===== src/rtl/axi_apb_burst_bridge_pkg.sv =====
// Shared types and constants for the AXI4-to-APB3 burst bridge.
// Holds the FSM state encoding, response codes and 4 KB page address helper.
package axi_apb_bridge_pkg;

  typedef enum logic [2:0] {IDLE, WDATA, SETUP, ACCESS, RDATA, BRESP} state_e;

  localparam logic [1:0]  RESP_OKAY   = 2'b00;
  localparam logic [1:0]  RESP_SLVERR = 2'b10;
  localparam int          BEAT_BYTES  = 4;
  localparam logic [11:0] PAGE_MASK   = 12'hFFC;

  // Next word inside the same 4 KB page; byte-lane bits ride along untouched.
  function automatic logic [11:0] page_incr(input logic [11:0] offs);
    return (((offs & PAGE_MASK) + 12'(BEAT_BYTES)) & PAGE_MASK) | (offs & ~PAGE_MASK);
  endfunction

endpackage


===== src/rtl/axi_apb_burst_bridge_if.sv =====
// AXI4 slave port plus APB3 master port of the burst bridge.
// slave = bridge side, master = interconnect/peripheral environment side.
interface axi_apb_burst_bridge_if #(
  parameter int AXI_ADDR_WIDTH = 32,
  parameter int AXI_DATA_WIDTH = 32,
  parameter int AXI_ID_WIDTH   = 4
);
  logic                      aw_valid, aw_ready;
  logic [AXI_ADDR_WIDTH-1:0] aw_addr;
  logic [7:0]                aw_len;
  logic [AXI_ID_WIDTH-1:0]   aw_id;
  logic                      w_valid, w_ready;
  logic [AXI_DATA_WIDTH-1:0] w_data;
  logic [3:0]                w_strb;
  logic                      w_last;
  logic                      b_valid, b_ready;
  logic [1:0]                b_resp;
  logic [AXI_ID_WIDTH-1:0]   b_id;
  logic                      ar_valid, ar_ready;
  logic [AXI_ADDR_WIDTH-1:0] ar_addr;
  logic [7:0]                ar_len;
  logic [AXI_ID_WIDTH-1:0]   ar_id;
  logic                      r_valid, r_ready;
  logic [AXI_DATA_WIDTH-1:0] r_data;
  logic [1:0]                r_resp;
  logic                      r_last;
  logic [AXI_ID_WIDTH-1:0]   r_id;
  logic [AXI_ADDR_WIDTH-1:0] paddr;
  logic [AXI_DATA_WIDTH-1:0] pwdata, prdata;
  logic                      pwrite, psel, penable, pready, pslverr;

  modport slave (
    input  aw_valid, aw_addr, aw_len, aw_id, output aw_ready,
    input  w_valid, w_data, w_strb, w_last,  output w_ready,
    output b_valid, b_resp, b_id,            input  b_ready,
    input  ar_valid, ar_addr, ar_len, ar_id, output ar_ready,
    output r_valid, r_data, r_resp, r_last, r_id, input r_ready,
    output paddr, pwdata, pwrite, psel, penable,
    input  prdata, pready, pslverr
  );

  modport master (
    output aw_valid, aw_addr, aw_len, aw_id, input aw_ready,
    output w_valid, w_data, w_strb, w_last,  input w_ready,
    input  b_valid, b_resp, b_id,            output b_ready,
    output ar_valid, ar_addr, ar_len, ar_id, input ar_ready,
    input  r_valid, r_data, r_resp, r_last, r_id, output r_ready,
    input  paddr, pwdata, pwrite, psel, penable,
    output prdata, pready, pslverr
  );
endinterface


===== src/rtl/axi_apb_burst_bridge.sv =====
// AXI4 slave to APB3 master bridge: bursts are split into single-word APB
// accesses, reads and writes share one FSM with alternating arbitration.
module axi_apb_burst_bridge
  import axi_apb_bridge_pkg::*;
#(
  parameter int AXI_ADDR_WIDTH = 32,
  parameter int AXI_DATA_WIDTH = 32,
  parameter int AXI_ID_WIDTH   = 4
) (
  input  logic                   clk_i,
  input  logic                   rst_n,
  axi_apb_burst_bridge_if.slave  bus
);

  if (AXI_DATA_WIDTH != 32) begin : g_bad_width
    $error("axi_apb_burst_bridge supports only 32-bit data");
  end

  state_e                    state;
  logic                      prefer_wr;
  logic                      idle_rdy;
  logic [AXI_ADDR_WIDTH-1:0] addr_q;
  logic [7:0]                len_q, beat_q;
  logic [AXI_ID_WIDTH-1:0]   id_q;
  logic                      err_q;

  logic rd_pick, aw_hs, ar_hs, beat_last, err_beat, wr_beat_done;
  logic [AXI_ADDR_WIDTH-1:0] next_addr;

  // Readies are only offered in IDLE and never both at once.
  assign rd_pick     = bus.ar_valid & (~bus.aw_valid | ~prefer_wr);
  assign bus.ar_ready = idle_rdy & rd_pick;
  assign bus.aw_ready = idle_rdy & bus.aw_valid & ~rd_pick;
  assign aw_hs       = bus.aw_valid & bus.aw_ready;
  assign ar_hs       = bus.ar_valid & bus.ar_ready;
  assign bus.paddr   = addr_q;

  assign beat_last = (beat_q == len_q);
  assign next_addr = {addr_q[AXI_ADDR_WIDTH-1:12], page_incr(addr_q[11:0])};

  // Error flag as it stands once the current write beat has been accounted for.
  always_comb begin
    err_beat = err_q | bus.pslverr;
    if (state == WDATA)
      err_beat = err_q | (bus.w_last != beat_last) | (bus.w_strb != 4'hF);
  end

  assign wr_beat_done = ((state == WDATA) && bus.w_valid && bus.w_ready && (bus.w_strb != 4'hF)) ||
                        ((state == ACCESS) && bus.pready && bus.pwrite);

  always_ff @(posedge clk_i or negedge rst_n) begin
    if (!rst_n) begin
      state       <= IDLE;
      prefer_wr   <= 1'b0;
      idle_rdy    <= 1'b0;
      addr_q      <= '0;
      len_q       <= '0;
      beat_q      <= '0;
      id_q        <= '0;
      err_q       <= 1'b0;
      bus.w_ready <= 1'b0;
      bus.psel    <= 1'b0;
      bus.penable <= 1'b0;
      bus.pwrite  <= 1'b0;
      bus.pwdata  <= '0;
      bus.r_valid <= 1'b0;
      bus.r_data  <= '0;
      bus.r_resp  <= RESP_OKAY;
      bus.r_last  <= 1'b0;
      bus.r_id    <= '0;
      bus.b_valid <= 1'b0;
      bus.b_resp  <= RESP_OKAY;
      bus.b_id    <= '0;
    end else begin
      case (state)
        IDLE: begin
          idle_rdy <= 1'b1;
          if (aw_hs) begin
            idle_rdy    <= 1'b0;
            prefer_wr   <= ~prefer_wr;
            addr_q      <= bus.aw_addr;
            len_q       <= bus.aw_len;
            id_q        <= bus.aw_id;
            beat_q      <= '0;
            err_q       <= 1'b0;
            bus.pwrite  <= 1'b1;
            bus.w_ready <= 1'b1;
            state       <= WDATA;
          end else if (ar_hs) begin
            idle_rdy   <= 1'b0;
            prefer_wr  <= ~prefer_wr;
            addr_q     <= bus.ar_addr;
            len_q      <= bus.ar_len;
            id_q       <= bus.ar_id;
            beat_q     <= '0;
            err_q      <= 1'b0;
            bus.pwrite <= 1'b0;
            bus.psel   <= 1'b1;
            state      <= SETUP;
          end
        end
        WDATA: if (bus.w_valid) begin
          bus.w_ready <= 1'b0;
          bus.pwdata  <= bus.w_data;
          err_q       <= err_beat;
          if (bus.w_strb == 4'hF) begin
            bus.psel <= 1'b1;
            state    <= SETUP;
          end
        end
        SETUP: begin
          bus.penable <= 1'b1;
          state       <= ACCESS;
        end
        ACCESS: if (bus.pready) begin
          bus.psel    <= 1'b0;
          bus.penable <= 1'b0;
          if (!bus.pwrite) begin
            bus.r_valid <= 1'b1;
            bus.r_data  <= bus.prdata;
            bus.r_resp  <= bus.pslverr ? RESP_SLVERR : RESP_OKAY;
            bus.r_last  <= beat_last;
            bus.r_id    <= id_q;
            state       <= RDATA;
          end
        end
        RDATA: if (bus.r_ready) begin
          bus.r_valid <= 1'b0;
          bus.r_last  <= 1'b0;
          if (beat_last) begin
            idle_rdy <= 1'b1;
            state    <= IDLE;
          end else begin
            beat_q   <= beat_q + 8'd1;
            addr_q   <= next_addr;
            bus.psel <= 1'b1;
            state    <= SETUP;
          end
        end
        BRESP: if (bus.b_ready) begin
          bus.b_valid <= 1'b0;
          idle_rdy    <= 1'b1;
          state       <= IDLE;
        end
        default: state <= IDLE;
      endcase

      // Shared end of a write beat, reached from WDATA (strobe reject) or ACCESS.
      if (wr_beat_done) begin
        err_q <= err_beat;
        if (beat_last) begin
          bus.b_valid <= 1'b1;
          bus.b_resp  <= err_beat ? RESP_SLVERR : RESP_OKAY;
          bus.b_id    <= id_q;
          state       <= BRESP;
        end else begin
          beat_q      <= beat_q + 8'd1;
          addr_q      <= next_addr;
          bus.w_ready <= 1'b1;
          state       <= WDATA;
        end
      end
    end
  end

endmodule


===== src/flat_wrapper.sv =====
// flat-port wrapper written by rule: the top's interface ports become plain ports
module axi_apb_burst_bridge_flat import axi_apb_bridge_pkg::*;
#(
  parameter int AXI_ADDR_WIDTH = 32,
  parameter int AXI_DATA_WIDTH = 32,
  parameter int AXI_ID_WIDTH   = 4
)
  (clk_i, rst_n, bus_aw_valid, bus_aw_addr, bus_aw_len, bus_aw_id, bus_aw_ready, bus_w_valid, bus_w_data, bus_w_strb, bus_w_last, bus_w_ready, bus_b_valid, bus_b_resp, bus_b_id, bus_b_ready, bus_ar_valid, bus_ar_addr, bus_ar_len, bus_ar_id, bus_ar_ready, bus_r_valid, bus_r_data, bus_r_resp, bus_r_last, bus_r_id, bus_r_ready, bus_paddr, bus_pwdata, bus_pwrite, bus_psel, bus_penable, bus_prdata, bus_pready, bus_pslverr);
  axi_apb_burst_bridge_if #(.AXI_ADDR_WIDTH(AXI_ADDR_WIDTH), .AXI_DATA_WIDTH(AXI_DATA_WIDTH), .AXI_ID_WIDTH(AXI_ID_WIDTH)) bus_i ();
  input  logic clk_i;
  input  logic rst_n;
  input wire logic [$bits(bus_i.aw_valid)-1:0] bus_aw_valid;
  input wire logic [$bits(bus_i.aw_addr)-1:0] bus_aw_addr;
  input wire logic [$bits(bus_i.aw_len)-1:0] bus_aw_len;
  input wire logic [$bits(bus_i.aw_id)-1:0] bus_aw_id;
  output wire logic [$bits(bus_i.aw_ready)-1:0] bus_aw_ready;
  input wire logic [$bits(bus_i.w_valid)-1:0] bus_w_valid;
  input wire logic [$bits(bus_i.w_data)-1:0] bus_w_data;
  input wire logic [$bits(bus_i.w_strb)-1:0] bus_w_strb;
  input wire logic [$bits(bus_i.w_last)-1:0] bus_w_last;
  output wire logic [$bits(bus_i.w_ready)-1:0] bus_w_ready;
  output wire logic [$bits(bus_i.b_valid)-1:0] bus_b_valid;
  output wire logic [$bits(bus_i.b_resp)-1:0] bus_b_resp;
  output wire logic [$bits(bus_i.b_id)-1:0] bus_b_id;
  input wire logic [$bits(bus_i.b_ready)-1:0] bus_b_ready;
  input wire logic [$bits(bus_i.ar_valid)-1:0] bus_ar_valid;
  input wire logic [$bits(bus_i.ar_addr)-1:0] bus_ar_addr;
  input wire logic [$bits(bus_i.ar_len)-1:0] bus_ar_len;
  input wire logic [$bits(bus_i.ar_id)-1:0] bus_ar_id;
  output wire logic [$bits(bus_i.ar_ready)-1:0] bus_ar_ready;
  output wire logic [$bits(bus_i.r_valid)-1:0] bus_r_valid;
  output wire logic [$bits(bus_i.r_data)-1:0] bus_r_data;
  output wire logic [$bits(bus_i.r_resp)-1:0] bus_r_resp;
  output wire logic [$bits(bus_i.r_last)-1:0] bus_r_last;
  output wire logic [$bits(bus_i.r_id)-1:0] bus_r_id;
  input wire logic [$bits(bus_i.r_ready)-1:0] bus_r_ready;
  output wire logic [$bits(bus_i.paddr)-1:0] bus_paddr;
  output wire logic [$bits(bus_i.pwdata)-1:0] bus_pwdata;
  output wire logic [$bits(bus_i.pwrite)-1:0] bus_pwrite;
  output wire logic [$bits(bus_i.psel)-1:0] bus_psel;
  output wire logic [$bits(bus_i.penable)-1:0] bus_penable;
  input wire logic [$bits(bus_i.prdata)-1:0] bus_prdata;
  input wire logic [$bits(bus_i.pready)-1:0] bus_pready;
  input wire logic [$bits(bus_i.pslverr)-1:0] bus_pslverr;
  assign bus_i.aw_valid = bus_aw_valid;
  assign bus_i.aw_addr = bus_aw_addr;
  assign bus_i.aw_len = bus_aw_len;
  assign bus_i.aw_id = bus_aw_id;
  assign bus_aw_ready = bus_i.aw_ready;
  assign bus_i.w_valid = bus_w_valid;
  assign bus_i.w_data = bus_w_data;
  assign bus_i.w_strb = bus_w_strb;
  assign bus_i.w_last = bus_w_last;
  assign bus_w_ready = bus_i.w_ready;
  assign bus_b_valid = bus_i.b_valid;
  assign bus_b_resp = bus_i.b_resp;
  assign bus_b_id = bus_i.b_id;
  assign bus_i.b_ready = bus_b_ready;
  assign bus_i.ar_valid = bus_ar_valid;
  assign bus_i.ar_addr = bus_ar_addr;
  assign bus_i.ar_len = bus_ar_len;
  assign bus_i.ar_id = bus_ar_id;
  assign bus_ar_ready = bus_i.ar_ready;
  assign bus_r_valid = bus_i.r_valid;
  assign bus_r_data = bus_i.r_data;
  assign bus_r_resp = bus_i.r_resp;
  assign bus_r_last = bus_i.r_last;
  assign bus_r_id = bus_i.r_id;
  assign bus_i.r_ready = bus_r_ready;
  assign bus_paddr = bus_i.paddr;
  assign bus_pwdata = bus_i.pwdata;
  assign bus_pwrite = bus_i.pwrite;
  assign bus_psel = bus_i.psel;
  assign bus_penable = bus_i.penable;
  assign bus_i.prdata = bus_prdata;
  assign bus_i.pready = bus_pready;
  assign bus_i.pslverr = bus_pslverr;
  axi_apb_burst_bridge #(.AXI_ADDR_WIDTH(AXI_ADDR_WIDTH), .AXI_DATA_WIDTH(AXI_DATA_WIDTH), .AXI_ID_WIDTH(AXI_ID_WIDTH)) u_core (.clk_i(clk_i), .rst_n(rst_n), .bus(bus_i));
endmodule

===== config.mk =====
export PLATFORM = sky130hd
export DESIGN_NAME = axi_apb_burst_bridge_flat
export DESIGN_NICKNAME = d
export VERILOG_FILES = /design/src/rtl/axi_apb_burst_bridge_pkg.sv /design/src/rtl/axi_apb_burst_bridge_if.sv /design/src/rtl/axi_apb_burst_bridge.sv /design/src/flat_wrapper.sv
export SDC_FILE = /design/constraint.sdc
export NUM_CORES = 1
export LEC_CHECK = 0
export CAP_MARGIN = 25
export CORE_ASPECT_RATIO = 0.8
export CORE_MARGIN = 1
export CORE_UTILIZATION = 44
export DETAILED_ROUTE_END_ITERATION = 10
export PLACE_DENSITY = 0.82
export REMOVE_ABC_BUFFERS = 1
export SLEW_MARGIN = 10
export SYNTH_ARGS = -nofsm -noshare
export SYNTH_HDL_FRONTEND = slang
export SYNTH_SLANG_ARGS = --single-unit

===== constraint.sdc =====
create_clock -name clk_i -period 2.6 [get_ports clk_i]
set_input_delay 0.26 -clock clk_i [delete_from_list [all_inputs] [get_ports clk_i]]
set_output_delay 0.26 -clock clk_i [all_outputs]
set_load 0.01 [all_outputs]

## After elaboration in Yosys (flattened, before gate mapping)

Cells that the tools add are included.

| storage, ports and cells | value |
|---|---|
| bits in registers | 141 |

| operators by class | value |
|---|---|
| $add $sub $neg | 2 |
| eq/ne operators | 27 |
| mux-type cells | 72 |
| bitwise operators | 15 |
| reductions and logical operators | 23 |

Operators by type and width:

| cell | count |
|---|---|
| 32-bit two-way mux | 4 |
| 8-bit two-way mux | 8 |
| 32-bit case mux with 2 select lines | 1 |
| 1-bit two-way mux | 33 |
| 3-bit two-way mux | 10 |
| 12-bit two-way mux | 2 |
| 3-bit case mux with 6 select lines | 1 |
| 2-bit inequality test, second input constant | 8 |
| 8-bit case mux with 2 select lines | 1 |
| 3-bit by 2-bit inequality test with 1-bit output, second input constant | 5 |
| 12-bit by 3-bit adder with 12-bit output, second input constant | 1 |
| 12-bit by 2-bit bitwise OR with 12-bit output | 1 |
| 1-bit case mux with 2 select lines | 5 |
| 8-bit by 1-bit adder with 8-bit output, second input constant | 1 |
| 8-bit equality test | 1 |
| 4-bit two-way mux | 2 |
| 2-bit AND reduction | 4 |
| 4-bit AND reduction | 2 |
| 8-bit AND reduction | 1 |
| 7-bit AND reduction | 1 |
| 1-bit bitwise AND | 6 |
| 3-bit by 2-bit equality test with 1-bit output, second input constant | 2 |
| 3-bit equality test, second input constant | 2 |
| 2-bit two-way mux | 3 |
| other kinds (18) | 34 |

## Longest topological paths before layout

Gate-level depths: netlist of run 1.

| depth | value |
|---|---|
| depth in word-level cells | 10 |
| mapped depth | 7 |
| gate-level depth less buffers | 6 |

## Worst setup path before layout of run 1

OpenSTA, ideal clock, no wires.

| timing path | value |
|---|---|
| path kind | register -> register |
| from | register u_core.beat_q[1] |
| to | register u_core.addr_q[3], in the netlist u_core.bus.paddr[3] |
| data arrival time | 1,749 ps |
| path slack | 764 ps |
| stages on the path, launching flop included | 6 |
| buffers on the path | 0 |
| clock period less this slack | 1,836 ps |
| cells stage by stage | dfrtp_1 xor2_1 nor4_4 a21oi_2 or3_1 o211ai_1 |

| between the ends | value |
|---|---|
| longest elaborated chain between the ends | 6 |

Ends and longest elaborated chain:

| element | RTL line | RTL |
|---|---|---|
| from (decl) | axi_apb_burst_bridge.sv:23 | `logic [7:0] len_q, beat_q;` |
| from (signal assigned) | axi_apb_burst_bridge.sv:134 | `beat_q <= beat_q + 8'd1;` |
| from (signal assigned) | axi_apb_burst_bridge.sv:157 | `beat_q <= beat_q + 8'd1;` |
| 8-bit equality test * | axi_apb_burst_bridge.sv:38 | `assign beat_last = (beat_q == len_q);` |
| 12-bit two-way mux | axi_apb_burst_bridge.sv:130 | `if (beat_last) begin` |
| 12-bit two-way mux | axi_apb_burst_bridge.sv:127 | `RDATA: if (bus.r_ready) begin` |
| 32-bit case mux with 2 select lines | axi_apb_burst_bridge.sv:75 | `case (state)` |
| 32-bit two-way mux | axi_apb_burst_bridge.sv:151 | `if (beat_last) begin` |
| 32-bit two-way mux * | axi_apb_burst_bridge.sv:149 | `if (wr_beat_done) begin` |
| to (signal assigned) | axi_apb_burst_bridge.sv:81 | `addr_q <= bus.aw_addr;` |
| to (signal assigned) | axi_apb_burst_bridge.sv:135 | `addr_q <= next_addr;` |
| to (signal assigned) | axi_apb_burst_bridge.sv:158 | `addr_q <= next_addr;` |
| to (decl) | axi_apb_burst_bridge.sv:22 | `logic [AXI_ADDR_WIDTH-1:0] addr_q;` |

Mark *: on every way between the ends. The rest lies on a longest branch, timed or not. The select of a mux whose other input is x is not followed.
A chain may end at the register's enable or synchronous reset.

## Final worst setup path of run 1

Same ends and word-level chain as after synthesis.

==> results of run 1 <==
-- worst min-delay path by stage --
stage	slack (ns)	start	to
4_1_cts	0.39	bus_ar_len[7]	u_core.len_q[7]
6_report	0.39	rst_n	u_core.beat_q[6]
5_1_grt	0.41	bus_ar_len[4]	u_core.len_q[4]
3_5_place_dp	0.30	rst_n	u_core.beat_q[0]
2_1_floorplan	-0.04	rst_n	u_core.beat_q[0]
3_3_place_gp	0.30	rst_n	u_core.beat_q[0]
-- layout make-up --
cell class                      instances  area share (%)
Clock inverter                         11            1.49
Clock buffer                           21            4.43
Inverter                               13           0.460
Sequential cell                       139            32.8
Timing Repair Buffer                  300            28.2
Multi-Input combinational cell        446            30.2
Tap cell                              210            2.48
-- synth_stat cells, drive strengths merged, types with 2 or more instances --
cell type  instances  share of area (%)
nor4               4                1.2
xor2              12                1.7
clkbuf            26                1.4
or2                2               0.18
nand3b             3               0.32
a221oi             3               0.38
a31oi             22                2.0
a32oi              3               0.65
nand3             10               0.72
mux2i              2               0.29
a2bb2oi            2               0.25
o22ai             28                2.5
o211ai            10                1.1
a221o              3               0.47
a21oi             31                2.3
a211oi             3               0.32
inv               13               0.70
nand2b             7               0.63
a21o               3               0.32
dfrtp            139                 50
o21ai             12               0.87
a22oi              3               0.52
nor2              60                3.3
and3               8               0.72
a21boi             2               0.22
o31ai              6               0.65
o311a              2               0.29
or3                2               0.18
ha                 2               0.36
buf               21                1.8
nor3               8               0.74
a211o              4               0.51
a311o              3               0.43
nand4              9               0.81
a22o               5               0.76
o221ai             3               0.38
mux2              77                 13
xnor2             12                1.5
nand2             58                3.1
and2               3               0.27
-- power by group through the flow --
stage               sequential [W]  clock [W]  combinational [W]
floorplan                  0.00425          0            0.00244
global placement           0.00393          0            0.00570
detailed placement         0.00398          0            0.00575
CTS                        0.00396    0.00261            0.00582
global route               0.00411    0.00270            0.00621
finish                     0.00398    0.00258            0.00583
-- layer usage --
layer / GRT usage [%] / up-vias / wire length, µm
met5: 0 / - / 0
met4: 9.75 / 0 / 618
met3: 11.5 / 46 / 2290
met2: 44.5 / 319 / 10600
met1: 38.7 / 3129 / 9780
li1: - / 2893 / -
-- worst max-delay path, stage by stage (launching register included) --
cell and delay [ns]:
dfrtp_1 0.47, xor2_1 0.25, nor4_4 0.65, a21oi_2 0.23
or3_1 0.41, o211ai_1 0.10
-- metrics by stage --
step / hold WS (ns) / setup TNS [ns] / worst slack (ns) / utilization (%) / instances
CTS: 0.386 / 0 / 0.360 / 69.8 / 1140
detailed placement: 0.302 / 0 / 0.281 / 65.6 / 1107
global route: 0.410 / 0 / 0.263 / 69.8 / 1140
floorplan: -0.0356 / -27.68 / -0.586 / - / 598
global placement: 0.300 / 0 / 0.391 / 65.6 / 1107
finish: 0.395 / 0 / 0.394 / 69.8 / 1140
-- kinds of logic (layout without fill, tap and decap cells) --
logic type                 after synthesis  in the layout  share of synthesized area (%)
xor gates and xnor gates                24             24                           3.25
buffers and inverters                   60            345                           3.90
muxes                                   79             79                           12.9
AOI/OAI and AO/OA                      159            159                           16.4
and+or+nand+nor                        180            180                           13.0
adders and majority gates                2              2                          0.361
other                                    1              2                         0.0541
DFF                                    139            139                           50.2
-- registers in the layout (all words and copies together) (netlist names), 3 cells and up --
register,cells
u_core.id_q,4
u_core.beat_q,8
u_core.bus.b_id,4
u_core.bus.pwdata,32
u_core.bus.r_data,32
u_core.len_q,8
u_core.bus.r_id,4
u_core.state,3
u_core.bus.paddr,32
==> flow_metrics.py, run 1 <==
metrics = {
    "status": {
        "status": "complete, no violations",
    },
    "clocking": {
        "cts-buffers-inserted": 17,
        "cts_buffer_depth": 2,
        "cts_setup_buffers": 0,
        "clk_pin_slew_worst_paths_ns": 0.06,
        "cts_tree": "built",
        "cts-root-buf": "clkbuf_16",
        "cts_max_level": 4,
        "insertion_delay_ns": 0.42,
        "cts_resized": 0,
        "cts_sinks": 139,
        "hold_buffers": 1,
    },
    "critical_path": {
        "path_class": "register to register",
        "regToRegEndpoint": "u_core.bus.paddr[3]",
        "crit_fanout": 10,
        "crit_arrival_ns": 2.54,
        "crit_start": "u_core.beat_q[1]",
        "worstReg2RegStart": "u_core.beat_q[1]",
        "startpoint_type": "register",
        "end_kind": "register",
        "rr_worst_depth": 5,
        "required_ns": 2.93,
        "r2r_setup_slack_ns": 0.39,
        "setup.worst_path.end": "u_core.bus.paddr[3]",
    },
    "cells_and_area": {
        "layout_common_cells": "clkdlybuf4s50_1 (279), dfrtp_1 (139), mux2_2 (73)",
        "layout.area.seq_mm2": 0.00348,
        "final_nets": 1085,
        "stdcell_area_mm2": 0.0106,
        "drive_above_1_share_pct": 16.0,
        "diodes": 0,
        "multi_input_area_mm2": 0.00320,
        "final_common_cell": "clkdlybuf4s50_1",
        "fillerInstances": 1130,
        "area_growth_pct": 53.1,
    },
    "floorplanning": {
        "io_pins": 283,
        "dieHeight_um": 114,
        "initial_utilization_pct": 45.6,
        "coreArea_mm2": 0.0152,
        "rows": 40,
        "die_w_um": 142,
        "dieArea_mm2": 0.0163,
    },
    "synthesis": {
        "synth_area_mm2": 0.00693,
        "synth-main-ff-cell": "dfrtp_1",
        "yosysSeqAreaShare_pct": 50.2,
        "ys_seq_elements": 139,
        "yosys_warnings": 0,
        "avgSynthCellArea_um2": 10.8,
        "yosys.cell_types.count": 71,
        "async_reset_ff_share_pct": 100,
        "synth-edff-count": 0,
        "synthCells": 644,
    },
    "place": {
        "dpl_cell_area_mm2": 0.00998,
        "post-dp-hpwl_um": 17200,
        "place.gp.congestion": 0.959,
        "port_buffers": 280,
    },
    "sta": {
        "rsz0062_at_grt": "no",
        "period_share_pct": 84.9,
        "slew_headroom_pct": 56.4,
        "skew_ns": 0.00831,
        "slew_viol_final": 0,
        "finalCriticalPeriod_ns": 2.21,
        "worstMarginPinSlew_ns": 0.649,
        "hold_violations": 0,
        "finalSetupViolations": 0,
        "fmax_mhz": 453,
    },
    "detailed_routing": {
        "wl_per_cell_um": 20.5,
        "ant_nets": 0,
        "firstDrtPassIters": 4,
        "vias_per_cell": 5.60,
        "drt_iter0_drc": 525,
        "drc": 0,
        "totalWireLength_um": 23300,
        "vias": 6387,
    },
    "power": {
        "powerDensity_mw_per_mm2": 1170,
        "p_leak_nw": 4.32,
        "peakVddDrop_v": 0.000649,
        "p_sw_share_pct": 37.0,
        "power.total_w": 0.0124,
        "p_clk_share_pct": 20.8,
        "pwr-share-comb_pct": 47.1,
        "p_sw_w": 0.00459,
        "seqPwrFrac_pct": 32.1,
        "intPower_w": 0.00781,
    },
    "global_routing": {
        "grt_pass1_vias": 6380,
        "overflow": 0,
        "antenna_found_initial": 0,
        "grt_usage_pct": 29.5,
        "grt_start_max_net_pins": 69,
        "grt_first_pass_wirelength_um": 35700,
    },
    "worst_hold_path": {
        "hp-class": "primary input to asynchronous set/reset pin",
    },
    "job": {
        "maxCapViolations": 0,
    },
}
Note: power is estimated with default switching activity, not from simulation.
==> inputs of run 2 (changes only) <==
Settings changed: CORE_UTILIZATION 44 to 39, PLACE_DENSITY 0.82 to 0.77.
Clock period 2.6 ns to 1.8 ns, I/O delays scaled along.
==> run 2 against run 1 <==
Net effect:
- the run now ends with negative setup slack left
- sequential cell count unchanged
- die area increased by 13%
- sequential power rose by 41%
- routed wire length increased by 12%
- final cell count is 12% higher
- power is 58% higher
- non-clock buffer count up 127
- global-route usage down 1.3 points
- register-to-register slack worse by 0.50 ns
- clock skew up 0.0028 ns
- combinational power is 85% higher
- hold slack got worse by 0.12 ns
- largest cell class is now non-clock buffers
==> flow_metrics.py, run 2 (synthesis results as in run 1) <==
metrics = {
    "status": {
        "status": "finished with violations",
        "violations": "negative setup slack",
    },
    "sta": {
        "hold_violations": 0,
        "period_share_pct": 106,
        "slew_viol_final": 0,
        "fmax_mhz": 525,
        "tns_ns": -1.17,
        "finalSetupViolations": 20,
        "fin_ws_ns": -0.104,
        "skew_ns": 0.0111,
        "finalCriticalPeriod_ns": 1.90,
        "rsz0062_at_grt": "yes",
    },
    "global_routing": {
        "grt_pass1_vias": 6885,
        "overflow": 0,
        "grtUsageMet2_pct": 45.9,
        "grt_first_pass_wirelength_um": 38300,
        "grt.met1_usage_pct": 35.5,
        "busiest_layer": "met2",
        "grt_start_max_net_pins": 47,
        "gr-usage-met3_pct": 8.72,
        "grt_usage_pct": 28.2,
        "antenna_found_initial": 0,
    },
    "detailed_routing": {
        "vias": 6900,
        "drc": 0,
        "firstDrtPassIters": 5,
        "totalWireLength_um": 26200,
        "wl_per_cell_um": 20.5,
        "vias_per_cell": 5.39,
        "ant_nets": 0,
        "drt_iter0_drc": 407,
    },
    "place": {
        "dp.cells": 1213,
        "port_buffers": 280,
        "post-dp-hpwl_um": 18600,
        "place.gp.congestion": 0.951,
    },
    "worst_hold_path": {
        "hp-class": "primary input to asynchronous set/reset pin",
    },
    "floorplanning": {
        "rows": 43,
        "initial_utilization_pct": 39.9,
        "die_w_um": 151,
        "io_pins": 283,
        "dieArea_mm2": 0.0183,
        "dieHeight_um": 121,
        "coreArea_mm2": 0.0174,
    },
    "cells_and_area": {
        "layout.area.seq_mm2": 0.00349,
        "area_growth_pct": 74.7,
        "final_nets": 1212,
        "final_common_cell": "clkdlybuf4s50_1",
        "multi_input_area_mm2": 0.00354,
        "post-route-util_pct": 69.7,
        "drive_above_1_share_pct": 31.2,
        "diodes": 0,
        "fillerInstances": 1278,
        "final_cells": 1281,
        "layout_common_cells": "clkdlybuf4s50_1 (277), dfrtp_1 (128), buf_4 (111)",
    },
    "clocking": {
        "cts_max_level": 4,
        "cts-buffers-inserted": 17,
        "cts_tree": "built",
        "insertion_delay_ns": 0.43,
        "cts_buffer_depth": 2,
        "clk_pin_slew_worst_paths_ns": 0.06,
        "cts_sinks": 139,
        "cts-root-buf": "clkbuf_16",
    },
    "critical_path": {
        "cp.depth": 7,
        "required_ns": 2.10,
        "rr_worst_depth": 7,
        "cp_num_buf_inv": 2,
        "cp_slowest_cell": "dfrtp_2",
        "crit_arrival_ns": 2.21,
        "path_class": "register to register",
        "critical_path.cell_chain": "xor2_4 > nor4_4 > buf_4 > a22oi_4 > buf_6 > and3_1 > a211o_1",
        "crit_fanout": 5,
        "end_kind": "register",
        "cp_top_family": "flip-flops",
        "slowest_delay_ns": 0.49,
        "startpoint_type": "register",
    },
    "power": {
        "peakVddDrop_v": 0.000896,
        "p_leak_nw": 5.08,
        "powerDensity_mw_per_mm2": 1620,
    },
    "job": {
        "maxCapViolations": 0,
    },
}
[run 2: worst register-to-register path, delay by kind of cell, from the launching register on]
| family | cells | cell delay, ns |
|---|---|---|
| xor+xnor | 1 | 0.20 |
| simple gates | 2 | 0.43 |
| flops | 1 | 0.49 |
| compound gates | 2 | 0.34 |
| buf+inv | 2 | 0.34 |
[run 2: final timing paths]
path                                    start               endpoint  slack (ns)
min                                     rst_n  u_core.bus.pwdata[25]        0.27
max in group asynchronous               rst_n  u_core.bus.pwdata[15]        0.91
max reg2reg                  u_core.beat_q[2]       u_core.beat_q[4]       -0.10
min reg2reg                u_core.bus.r_valid     u_core.bus.r_valid        0.47
min in group clk_i               bus_aw_id[2]         u_core.id_q[2]        0.31
max                          u_core.beat_q[2]       u_core.beat_q[4]       -0.10
[run 2: timing repair]
item / in CTS / in global routing
endpoints found under the hold margin: 41 / 0
cloned: 0 / 4
hold buffers: 1 / 0
setup buffers: 22 / 11
gates resized for setup: 60 / 40
endpoints found under the setup margin: 76 / 118
pin swaps: 32 / 23
[run 2: where the power goes]
| group | switching, W | total, W | internal, W |
|---|---|---|---|
| sequential | 0.00104 | 0.00561 | 0.00457 |
| clock | 0.00141 | 0.00325 | 0.00184 |
| combinational | 0.00490 | 0.0108 | 0.00587 |
| total | 0.00735 | 0.0196 | 0.0123 |
[run 2: area by class of cell]
cell class / instances / share of cell area (%)
tap: 225 / 2.33
clock inverter: 12 / 0.755
inverter: 13 / 0.403
multi-input combinational: 446 / 29.2
clock buffer: 19 / 3.74
timing repair buffer: 427 / 34.7
sequential: 139 / 28.8
[run 2: metal layers]
layer	wire, µm	vias up
met5	0	-
met4	654	0
met3	1980	49
met2	12800	311
met1	10800	3394
li1	-	3146
[run 2: through the flow]
step           setup slack (ns)  total power, W  hold slack, ns  instance area, µm²
3_3_place_gp             -0.304          0.0150           0.147               10800
6_report                 -0.104          0.0196           0.272               12100
3_5_place_dp             -0.358          0.0151           0.145               10800
4_1_cts                 -0.0482          0.0191           0.288               11800
2_1_floorplan             -1.39         0.00967          -0.116                6710
5_1_grt                  -0.141          0.0206           0.316               12100
==> inputs of run 3 (changes only) <==
Settings changed: SKIP_LAST_GASP set to 1, TNS_END_PERCENT set to 30.
==> run 3 against run 2 <==
Net effect:
- the flow still finishes with violations (negative setup slack)
- die area stayed put
- clock-buffer cell count stayed put
- hold slack better by 0.0071 ns
- maximum frequency is 0.21% higher
- sequential power hardly changed
- setup slack better by 0.0041 ns
- clock skew hardly changed
- final area is 0.90% lower
- register-to-register slack hardly changed
- sequential share of layout area is 0.24 points higher
==> flow_metrics.py, run 3 (synthesis results as in run 1) <==
metrics = {
    "status": {
        "status": "finished with violations",
        "violations": "negative setup slack",
    },
    "sta": {
        "holdWs_ns": 0.279,
        "fmax_mhz": 526,
        "rsz0062_at_grt": "yes",
        "fin_ws_ns": -0.0997,
        "period_share_pct": 106,
        "skew_ns": 0.0112,
        "finalCriticalPeriod_ns": 1.90,
        "slew_viol_final": 0,
        "hold_violations": 0,
        "finalSetupViolations": 20,
    },
    "clocking": {
        "cts_buffer_depth": 2,
        "cts_tree": "built",
        "clk_pin_slew_worst_paths_ns": 0.06,
        "cts-root-buf": "clkbuf_16",
        "cts_sinks": 139,
        "cts_max_level": 4,
        "cts-buffers-inserted": 17,
        "insertion_delay_ns": 0.42,
    },
    "cells_and_area": {
        "diodes": 0,
        "fillerInstances": 1282,
        "drive_above_1_share_pct": 29.6,
        "final_nets": 1205,
        "final_cells": 1274,
        "final_common_cell": "clkdlybuf4s50_1",
        "area_growth_pct": 73.1,
        "stdcell_area_mm2": 0.0120,
        "layout_common_cells": "clkdlybuf4s50_1 (277), dfrtp_1 (130), buf_4 (108)",
    },
    "place": {
        "dpl_cell_area_mm2": 0.0108,
        "dp.cells": 1213,
        "place.gp.congestion": 0.951,
        "port_buffers": 280,
        "pre_cts_slack_ns": -0.358,
        "post-dp-hpwl_um": 18600,
    },
    "power": {
        "powerDensity_mw_per_mm2": 1620,
        "peakVddDrop_v": 0.000889,
        "p_leak_nw": 5.03,
    },
    "global_routing": {
        "overflow": 0,
        "grt_start_max_net_pins": 47,
        "grt_pass1_vias": 6835,
        "grt_usage_pct": 27.8,
        "grt_first_pass_wirelength_um": 37800,
        "antenna_found_initial": 0,
    },
    "critical_path": {
        "worstReg2RegStart": "u_core.beat_q[7]",
        "crit_arrival_ns": 2.20,
        "end_kind": "register",
        "startpoint_type": "register",
        "r2r_setup_slack_ns": -0.1,
        "required_ns": 2.10,
        "crit_start": "u_core.beat_q[7]",
        "regToRegEndpoint": "u_core.beat_q[4]",
        "crit_fanout": 5,
        "path_class": "register to register",
        "rr_worst_depth": 7,
    },
    "worst_hold_path": {
        "hp-class": "primary input to asynchronous set/reset pin",
    },
    "floorplanning": {
        "coreArea_mm2": 0.0174,
        "dieHeight_um": 121,
        "die_w_um": 151,
        "dieArea_mm2": 0.0183,
        "io_pins": 283,
        "rows": 43,
        "initial_utilization_pct": 39.9,
    },
    "detailed_routing": {
        "drt_iter0_drc": 383,
        "ant_nets": 0,
        "drc": 0,
        "firstDrtPassIters": 5,
        "vias_per_cell": 5.40,
        "totalWireLength_um": 25900,
        "vias": 6876,
        "wl_per_cell_um": 20.3,
    },
    "job": {
        "maxCapViolations": 0,
    },
}
[run 3: cell types whose count changed in the layout (fill, tap and decap cells not counted), sizes merged]
cell / delta
buf: -6
clkbuf: -1
[run 3: critical path: stages (launching register included)]
cell and delay (ns):
dfrtp_2 0.46, xor2_4 0.22, nor4_4 0.28, buf_4 0.20, a22oi_4 0.11, buf_6 0.13, and3_1 0.15, a211o_1 0.22
[run 3: how the worst max path moves through the flow]
stage | endpoint | depth (start not counted)
2_1_floorplan | u_core.bus.r_data[0] | 4
3_3_place_gp | u_core.state[2] | 7
3_5_place_dp | u_core.state[2] | 7
4_1_cts | u_core.bus.b_id[2] | 7
5_1_grt | u_core.bus.paddr[3] | 7
6_report | u_core.beat_q[4] | 7
[run 3: timing repair]
action                                  CTS  global route
pin swaps                                24            20
hold endpoints to repair                 41             0
cloned                                    0             3
setup buffers                            20             6
gates resized for setup                  39            44
endpoints found under the setup margin   76           117
hold buffers                              1             0
[run 3: layout make-up]
type | count | area [µm²] | area share [%]
Clock buffer | 19 | 453 | 3.78
Clock inverter | 12 | 91.3 | 0.761
Inverter | 13 | 48.8 | 0.407
Multi-Input combinational cell | 446 | 3520 | 29.3
Sequential cell | 139 | 3490 | 29.1
Tap cell | 225 | 282 | 2.35
Timing Repair Buffer | 420 | 4110 | 34.3
[run 3: per-stage QoR]
| stage | power [W] | TNS [ns] | util (%) |
|---|---|---|---|
| after floorplan | 0.00967 | -114.90 | - |
| after global placement | 0.0150 | -10.87 | 61.9 |
| after detailed placement | 0.0151 | -13.00 | 61.9 |
| after CTS | 0.0190 | -2.03 | 67.1 |
| after global routing | 0.0204 | -3.81 | 69.0 |
| final | 0.0195 | -0.989 | 69.0 |
[run 3: layer usage]
metal / global-route usage, % / share of wire, % / vias to the layer above
met5: 0 / 0 / -
met4: 9.50 / 2.2 / 0
met3: 8.42 / 8.3 / 47
met2: 45.0 / 49 / 318
met1: 35.3 / 41 / 3375
li1: - / - / 3136
[run 3: power by group]
group | leakage (nW) | internal [W] | switching (W)
registers | 1.64 | 0.00457 | 0.00105
clock network | 0.266 | 0.00184 | 0.00141
logic | 3.12 | 0.00578 | 0.00481
total | 5.03 | 0.0122 | 0.00727
